**src/rtl/fps_pkg.sv**
```systemverilog
// rtl/fps_pkg.sv - shared constants, legal code ranges and FSM states for the front-panel selector config
package fps_pkg;

   localparam logic [7:0] ADDR_FPS1  = 8'd32;
   localparam logic [7:0] ADDR_FPS6  = 8'd37;
   localparam logic [7:0] ADDR_CTRL  = 8'd38;
   localparam logic [7:0] ADDR_STAT  = 8'd39;
   localparam logic [7:0] ADDR_DIRTY = 8'd40;

   localparam int CTRL_ARM   = 0;
   localparam int CTRL_MODE  = 1;
   localparam int CTRL_CLR   = 7;

   localparam int STAT_ARMED = 0;
   localparam int STAT_INV   = 1;
   localparam int STAT_BUSY  = 2;
   localparam int STAT_TMO   = 3;

   localparam logic [5:0] CODE_OFF = 6'h00;
   localparam logic [5:0] PG_LO    = 6'h0B;
   localparam logic [5:0] PG_HI    = 6'h18;
   localparam logic [5:0] DB_LO    = 6'h20;
   localparam logic [5:0] DB_HI    = 6'h27;

   typedef enum logic [1:0] {
      IDLE,
      ARMED,
      APPLY
   } fps_state_e;

endpackage

```
**src/rtl/fps_code_check.sv**
```systemverilog
// rtl/fps_code_check.sv - combinational legality check of a 6-bit front-panel select code
module fps_code_check
   import fps_pkg::*;
(
   input  logic [5:0] i_code,
   output logic       o_legal
);

   assign o_legal = (i_code == CODE_OFF)
                 || ((i_code >= PG_LO) && (i_code <= PG_HI))
                 || ((i_code >= DB_LO) && (i_code <= DB_HI));

endmodule

```
**src/rtl/fps_cfg_ctrl.sv**
```systemverilog
// rtl/fps_cfg_ctrl.sv - shadow/active select registers with atomic commit, immediate or on an event code
module fps_cfg_ctrl
   import fps_pkg::*;
#(
   parameter logic [7:0]  COMMIT_CODE    = 8'h7D,
   parameter int unsigned TIMEOUT_CYCLES = 1_000_000
) (
   input  logic       clk,
   input  logic       rst_n,
   input  logic       wr_en,
   input  logic [7:0] wr_addr,
   input  logic [7:0] wr_data,
   input  logic [7:0] rd_addr,
   output logic [7:0] rd_data,
   input  logic       event_valid,
   input  logic [7:0] event_code,
   output logic [5:0] FPS1,
   output logic [5:0] FPS2,
   output logic [5:0] FPS3,
   output logic [5:0] FPS4,
   output logic [5:0] FPS5,
   output logic [5:0] FPS6,
   output logic       armed,
   output logic       commit_done
);

   localparam int CNT_W = (TIMEOUT_CYCLES == 0) ? 1 : $clog2(TIMEOUT_CYCLES + 1);
   localparam logic [CNT_W-1:0] CNT_LIMIT = CNT_W'(TIMEOUT_CYCLES);

   fps_state_e       r_state, w_state_next;
   logic [5:0]       r_shadow [6];
   logic [5:0]       r_active [6];
   logic             r_mode;
   logic             r_err_inv, r_err_busy, r_timeout;
   logic             r_commit_done;
   logic [CNT_W-1:0] r_cnt;
   logic [7:0]       r_rd_data, w_rd_mux;
   logic [5:0]       w_dirty;
   logic             w_legal, w_code_ok, w_sh_wr, w_ctrl_wr;
   logic             w_arm, w_clr, w_busy, w_match, w_expire, w_cnt_sat;

   fps_code_check u_code_check (
      .i_code  (wr_data[5:0]),
      .o_legal (w_legal)
   );

   assign w_code_ok = w_legal && (wr_data[7:6] == 2'b00);
   assign w_sh_wr   = wr_en && (wr_addr >= ADDR_FPS1) && (wr_addr <= ADDR_FPS6);
   assign w_ctrl_wr = wr_en && (wr_addr == ADDR_CTRL);
   assign w_arm     = w_ctrl_wr && wr_data[CTRL_ARM] && (r_state == IDLE);
   assign w_clr     = w_ctrl_wr && wr_data[CTRL_CLR];
   assign w_busy    = (r_state != IDLE);
   assign w_match   = event_valid && (event_code == COMMIT_CODE);
   assign w_cnt_sat = &r_cnt;
   // A matching event on the expiry cycle is handled first in the FSM, so it wins.
   assign w_expire  = (TIMEOUT_CYCLES != 0) && ((r_cnt + 1'b1) == CNT_LIMIT);

   always_comb begin
      w_state_next = r_state;
      case (r_state)
         IDLE:    if (w_arm) w_state_next = ARMED;
         ARMED: begin
            if (!r_mode || w_match) w_state_next = APPLY;
            else if (w_expire)      w_state_next = IDLE;
         end
         APPLY:   w_state_next = IDLE;
         default: w_state_next = IDLE;
      endcase
   end

   always_comb begin
      for (int i = 0; i < 6; i++) w_dirty[i] = (r_shadow[i] != r_active[i]);
   end

   always_comb begin
      w_rd_mux = 8'h00;
      case (rd_addr)
         ADDR_STAT: begin
            w_rd_mux[STAT_ARMED] = w_busy;
            w_rd_mux[STAT_INV]   = r_err_inv;
            w_rd_mux[STAT_BUSY]  = r_err_busy;
            w_rd_mux[STAT_TMO]   = r_timeout;
         end
         ADDR_DIRTY: w_rd_mux = {2'b00, w_dirty};
         default: begin
            for (int i = 0; i < 6; i++)
               if (rd_addr == (ADDR_FPS1 + 8'(i))) w_rd_mux = {2'b00, r_shadow[i]};
         end
      endcase
   end

   always_ff @(posedge clk or negedge rst_n) begin
      if (!rst_n) begin
         r_state       <= IDLE;
         r_mode        <= 1'b0;
         r_cnt         <= '0;
         r_err_inv     <= 1'b0;
         r_err_busy    <= 1'b0;
         r_timeout     <= 1'b0;
         r_commit_done <= 1'b0;
         r_rd_data     <= 8'h00;
         for (int i = 0; i < 6; i++) begin
            r_shadow[i] <= 6'h00;
            r_active[i] <= 6'h00;
         end
      end else begin
         r_state       <= w_state_next;
         r_rd_data     <= w_rd_mux;
         r_commit_done <= (r_state == APPLY);

         if (w_arm) begin
            r_mode <= wr_data[CTRL_MODE];
            r_cnt  <= '0;
         end else if ((r_state == ARMED) && !w_cnt_sat) begin
            r_cnt <= r_cnt + 1'b1;
         end

         for (int i = 0; i < 6; i++)
            if (w_sh_wr && !w_busy && w_code_ok && (wr_addr == (ADDR_FPS1 + 8'(i))))
               r_shadow[i] <= wr_data[5:0];

         if (r_state == APPLY)
            for (int i = 0; i < 6; i++) r_active[i] <= r_shadow[i];

         // Clear first so a status event in the same cycle still sticks.
         if (w_clr) begin
            r_err_inv  <= 1'b0;
            r_err_busy <= 1'b0;
            r_timeout  <= 1'b0;
         end
         if (w_sh_wr && w_busy)               r_err_busy <= 1'b1;
         if (w_sh_wr && !w_busy && !w_code_ok) r_err_inv <= 1'b1;
         if ((r_state == ARMED) && r_mode && !w_match && w_expire) r_timeout <= 1'b1;
      end
   end

   assign FPS1        = r_active[0];
   assign FPS2        = r_active[1];
   assign FPS3        = r_active[2];
   assign FPS4        = r_active[3];
   assign FPS5        = r_active[4];
   assign FPS6        = r_active[5];
   assign armed       = w_busy;
   assign commit_done = r_commit_done;
   assign rd_data     = r_rd_data;

endmodule

```
**config.mk**
```make
export PLATFORM = sky130hd
export DESIGN_NAME = fps_cfg_ctrl
export DESIGN_NICKNAME = d
export VERILOG_FILES = /design/src/rtl/fps_pkg.sv /design/src/rtl/fps_code_check.sv /design/src/rtl/fps_cfg_ctrl.sv
export SDC_FILE = /design/constraint.sdc
export NUM_CORES = 1
export LEC_CHECK = 0
export CAP_MARGIN = 20
export CORE_ASPECT_RATIO = 1.1
export CORE_MARGIN = 2
export CORE_UTILIZATION = 50
export CTS_BUF_LIST = sky130_fd_sc_hd__clkbuf_4 sky130_fd_sc_hd__clkbuf_8 sky130_fd_sc_hd__clkbuf_16
export CTS_CLUSTER_SIZE = 16
export DETAILED_ROUTE_END_ITERATION = 16
export PLACE_DENSITY = 0.75
export SYNTH_ARGS = -nofsm -noshare
export SYNTH_HDL_FRONTEND = slang
export SYNTH_SLANG_ARGS = --single-unit
```
**constraint.sdc**
```tcl
create_clock -name clk -period 3.2 [get_ports clk]
set_clock_uncertainty 0.05 [all_clocks]
set_input_delay 0.64 -clock clk [delete_from_list [all_inputs] [get_ports clk]]
set_output_delay 0.64 -clock clk [all_outputs]
set_load 0.01 [all_outputs]
```
==> summary.md <==
| Metric | Value |
|---|---|
| Status | `completed` |
| Share of layout cells above drive strength 1 | `a little under a fifth` |
| Seq cells post-synth | `~110` |
| Clock power frac | `~38%` |
| Die ar. | `0.0116 sq mm` |
| Slew @ Worst Pin | `between 600 and 700 ps` |
| Startpoint Class | `input port` |
| Average size of a mapped cell | `11.5 sq um` |
| Multi-input logic area | `0.00264 sq mm` |
| CP max stage delay | `550 ps` |
| TNS Setup | `0 ps` |
| Starting Density | `roughly half` |
| CP Capture Type | `flop` |
| NetSw | `~0.76 mW` |
| Fin util | `between 60% and 70%` |
| Fin crit period | `3000 ps` |
| R2R depth | `8` |
| Core Region | `0.0104 sq mm` |
| # port buffers | `79` |
| HP Class | `input port to async pin` |
| Sequential power share | `47.3%` |
| PwrDens | `434 mW/mm^2` |
| DR WL/cell | `approximately 18 um` |
| Via count | `4,102` |
| First-pass GRT wire length | `about 21 mm` |
| Vias in the first global route | `3,997` |
| Slew Viols, Final | `0` |
| Rows | `39` |
| Leak | `~3.2 nW` |
| Post-synth EDFFs | `0` |
| RSZ-0062 raised after global routing | `false` |
| Clk root buf | `clkbuf_16` |
| Mapped Cells | `470` |
| Die H | `between 100 and 150 um` |
| Mapped Area | `0.00539 sq mm` |
| Sequential cell area | `0.00263 sq mm` |
| Reg-to-Reg Start | `r_cnt[0]$_DFFE_PN0P_` |
| Post-synth top cells | `105 x dfrtp_1, 43 x mux2_2, 31 x nand2_1` |
| # IOs | `82` |
| Fin. Hold Viols | `0` |
| Most frequent cell after synthesis | `dfrtp_1` |
| CP Max Fanout | `6` |
| Worst-path clk slew | `~70 ps` |
| Max-cap violations | `0` |
| Largest net degree at the start of global routing | `56` |
| Crit path cell chain | `clkdlybuf4s50_1 > o32ai_2 > nand4_1 > or4b_4 > or3b_1 > mux2_4` |
| Hold-fix buffers, CTS | `0` |
| GRT Util Overall | `23.5%` |
| Int Power | `2.17 mW` |
| Antenna-violating nets left | `0` |
| CTS H-tree depth | `3` |
| TritonCTS clock tree | `yes` |
| WL final | `12.8 mm` |
| DP HPWL | `9.33 mm` |
| Sequential area share after synthesis | `48.8%` |
| Top_reg_cell synth | `dfrtp_1` |
| Vias per cell | `5.79` |
| Fillcell total | `838` |
| Clock buffer count from CTS | `9` |
| Ys async rst share | `100%` |
| Clock sink count | `between 100 and 150` |
| Residual overflow from global routing | `0` |
| GP Congestion | `0.938` |
| Antenna Diode Count | `0` |
| Worst setup path startpoint | `wr_data[0]` |
| Yosys warns | `0` |
| Critical Path RT | `about 3400 ps` |
| Initial antenna violation count | `0` |
| Top post-synthesis cells by area | `dfrtp_1 49%, mux2_2 9.0%, mux2_1 5.0%` |
| Maximum vdd drop | `roughly 250 uV` |
| Drt drc | `0` |
| Slew Limit Headroom | `56.2%` |
| Post-CTS sizing | `0` |
| Logic pwr share | `14.7%` |
| Bufs on Longest Clock Path | `2` |
| Distinct cells, synth | `52` |
| First-pass DRT Iterations | `5` |
| Synth area leader | `dfrtp_1` |
| Layout area overhead | `25.4%` |
| Critical Path AT | `3180 ps` |
| Worst skew pair latency | `350 ps` |
| Area share of the largest cell type after synthesis | `48.8%` |
| DRT iter0 DRCs | `270` |
| Period utilization | `between 90% and 100%` |
| Fmax | `around 330 MHz` |
| Die span in x | `103 um` |
| Worst Path Class, Setup | `input port to flop` |
| Sw Ratio | `26.0%` |
| Post-CTS setup repair buffer count | `0` |
| Crit-path slowest cell | `or4b_4` |
| Fin nets | `599` |
| # setup viols final | `0` |
## per-layer routing
metal | GRT usage, % | vias to the layer above | routed length [um]
met5 | 0 | - | 0
met1 | 31.7 | 2048 | 5500
li1 | - | 1913 | -
met2 | 38.3 | 117 | 6450
met4 | 9.21 | 0 | 334
met3 | 3.15 | 24 | 512
## critical path: cells and delay by family
| kind | cells | cell delay [ps] |
|---|---|---|
| mux | 1 | 350 |
| buf+inv | 1 | 540 |
| simple gates | 3 | 1280 |
| compound gates | 1 | 360 |
## path summary, 6_finish.rpt
kind                                       endpoint  slack [ps]
max                        r_shadow[19]$_DFFE_PN0P_         200
min                           commit_done$_DFF_PN0_         270
max reg2reg                    r_cnt[3]$_DFFE_PN0P_         600
min reg2reg                      r_mode$_DFFE_PN0P_         460
max in group asynchronous     r_cnt[18]$_DFFE_PN0P_        2090
min in group clk                 r_mode$_DFFE_PN0P_         460
## layout make-up
cell class | instances | area share, %
clock buffers | 11 | 3.65
inverters | 4 | 0.222
flip-flops and latches | 105 | 38.9
clock inverters | 5 | 0.797
multi-input cells | 336 | 39.0
well taps | 143 | 2.65
repair buffers | 105 | 14.7
## logic make-up after synthesis
group / Yosys count / synth area share [%]
AND/OR/NAND/NOR: 132 / 13.7
flip-flops: 105 / 48.8
multiplexers: 80 / 18.4
AO/OA/AOI/OAI: 79 / 9.54
XOR/XNOR: 41 / 6.67
buffers and inverters: 30 / 2.37
adder cells (fa/ha/maj): 2 / 0.464
other: 1 / 0.0696
## metrics by stage
stage               hold WS [ps]  instances  power [mW]  cell area [sq um]  worst slack (ps)
floorplan                    294        471        1.67               5390               473
global placement             452        693        1.82               6450             -12.0
detailed placement           436        693        1.84               6450             -44.6
CTS                          291        709        2.95               6750               259
global route                 318        709        3.07               6750               141
finish                       267        709        2.93               6750               204
## state kept, by name, summed over array words and instances, names as in the netlist
| name | count |
|---|---|
| FPS3 | 6 |
| FPS4 | 6 |
| r_mode | 1 |
| rd_data | 6 |
| r_err_busy | 1 |
| r_cnt | 20 |
| commit_done | 1 |
| FPS6 | 6 |
| r_timeout | 1 |
| FPS1 | 6 |
| r_state | 2 |
| FPS5 | 6 |
| r_shadow | 36 |
| FPS2 | 6 |
| r_err_inv | 1 |
## cells in the final DEF (no fill, tap or decap), types with 14 or more instances in the layout
master	instances
dfrtp_1	105
clkdlybuf4s50_1	78
mux2_2	43
nand2_1	31
xor2_1	27
buf_4	26
mux2_1	24
nor2_1	21
o21ai_0	17
nand3_1	16
xnor2_1	14
o21ai_1	14
## power by group through the flow
| stage | registers [mW] | clock network (mW) | logic [mW] |
|---|---|---|---|
| floorplan | 1.39 | 0 | 0.273 |
| global placement | 1.41 | 0 | 0.416 |
| detailed placement | 1.41 | 0 | 0.428 |
| CTS | 1.39 | 1.13 | 0.429 |
| global route | 1.39 | 1.20 | 0.476 |
| finish | 1.39 | 1.12 | 0.432 |
(Power assumes the default switching activity.)
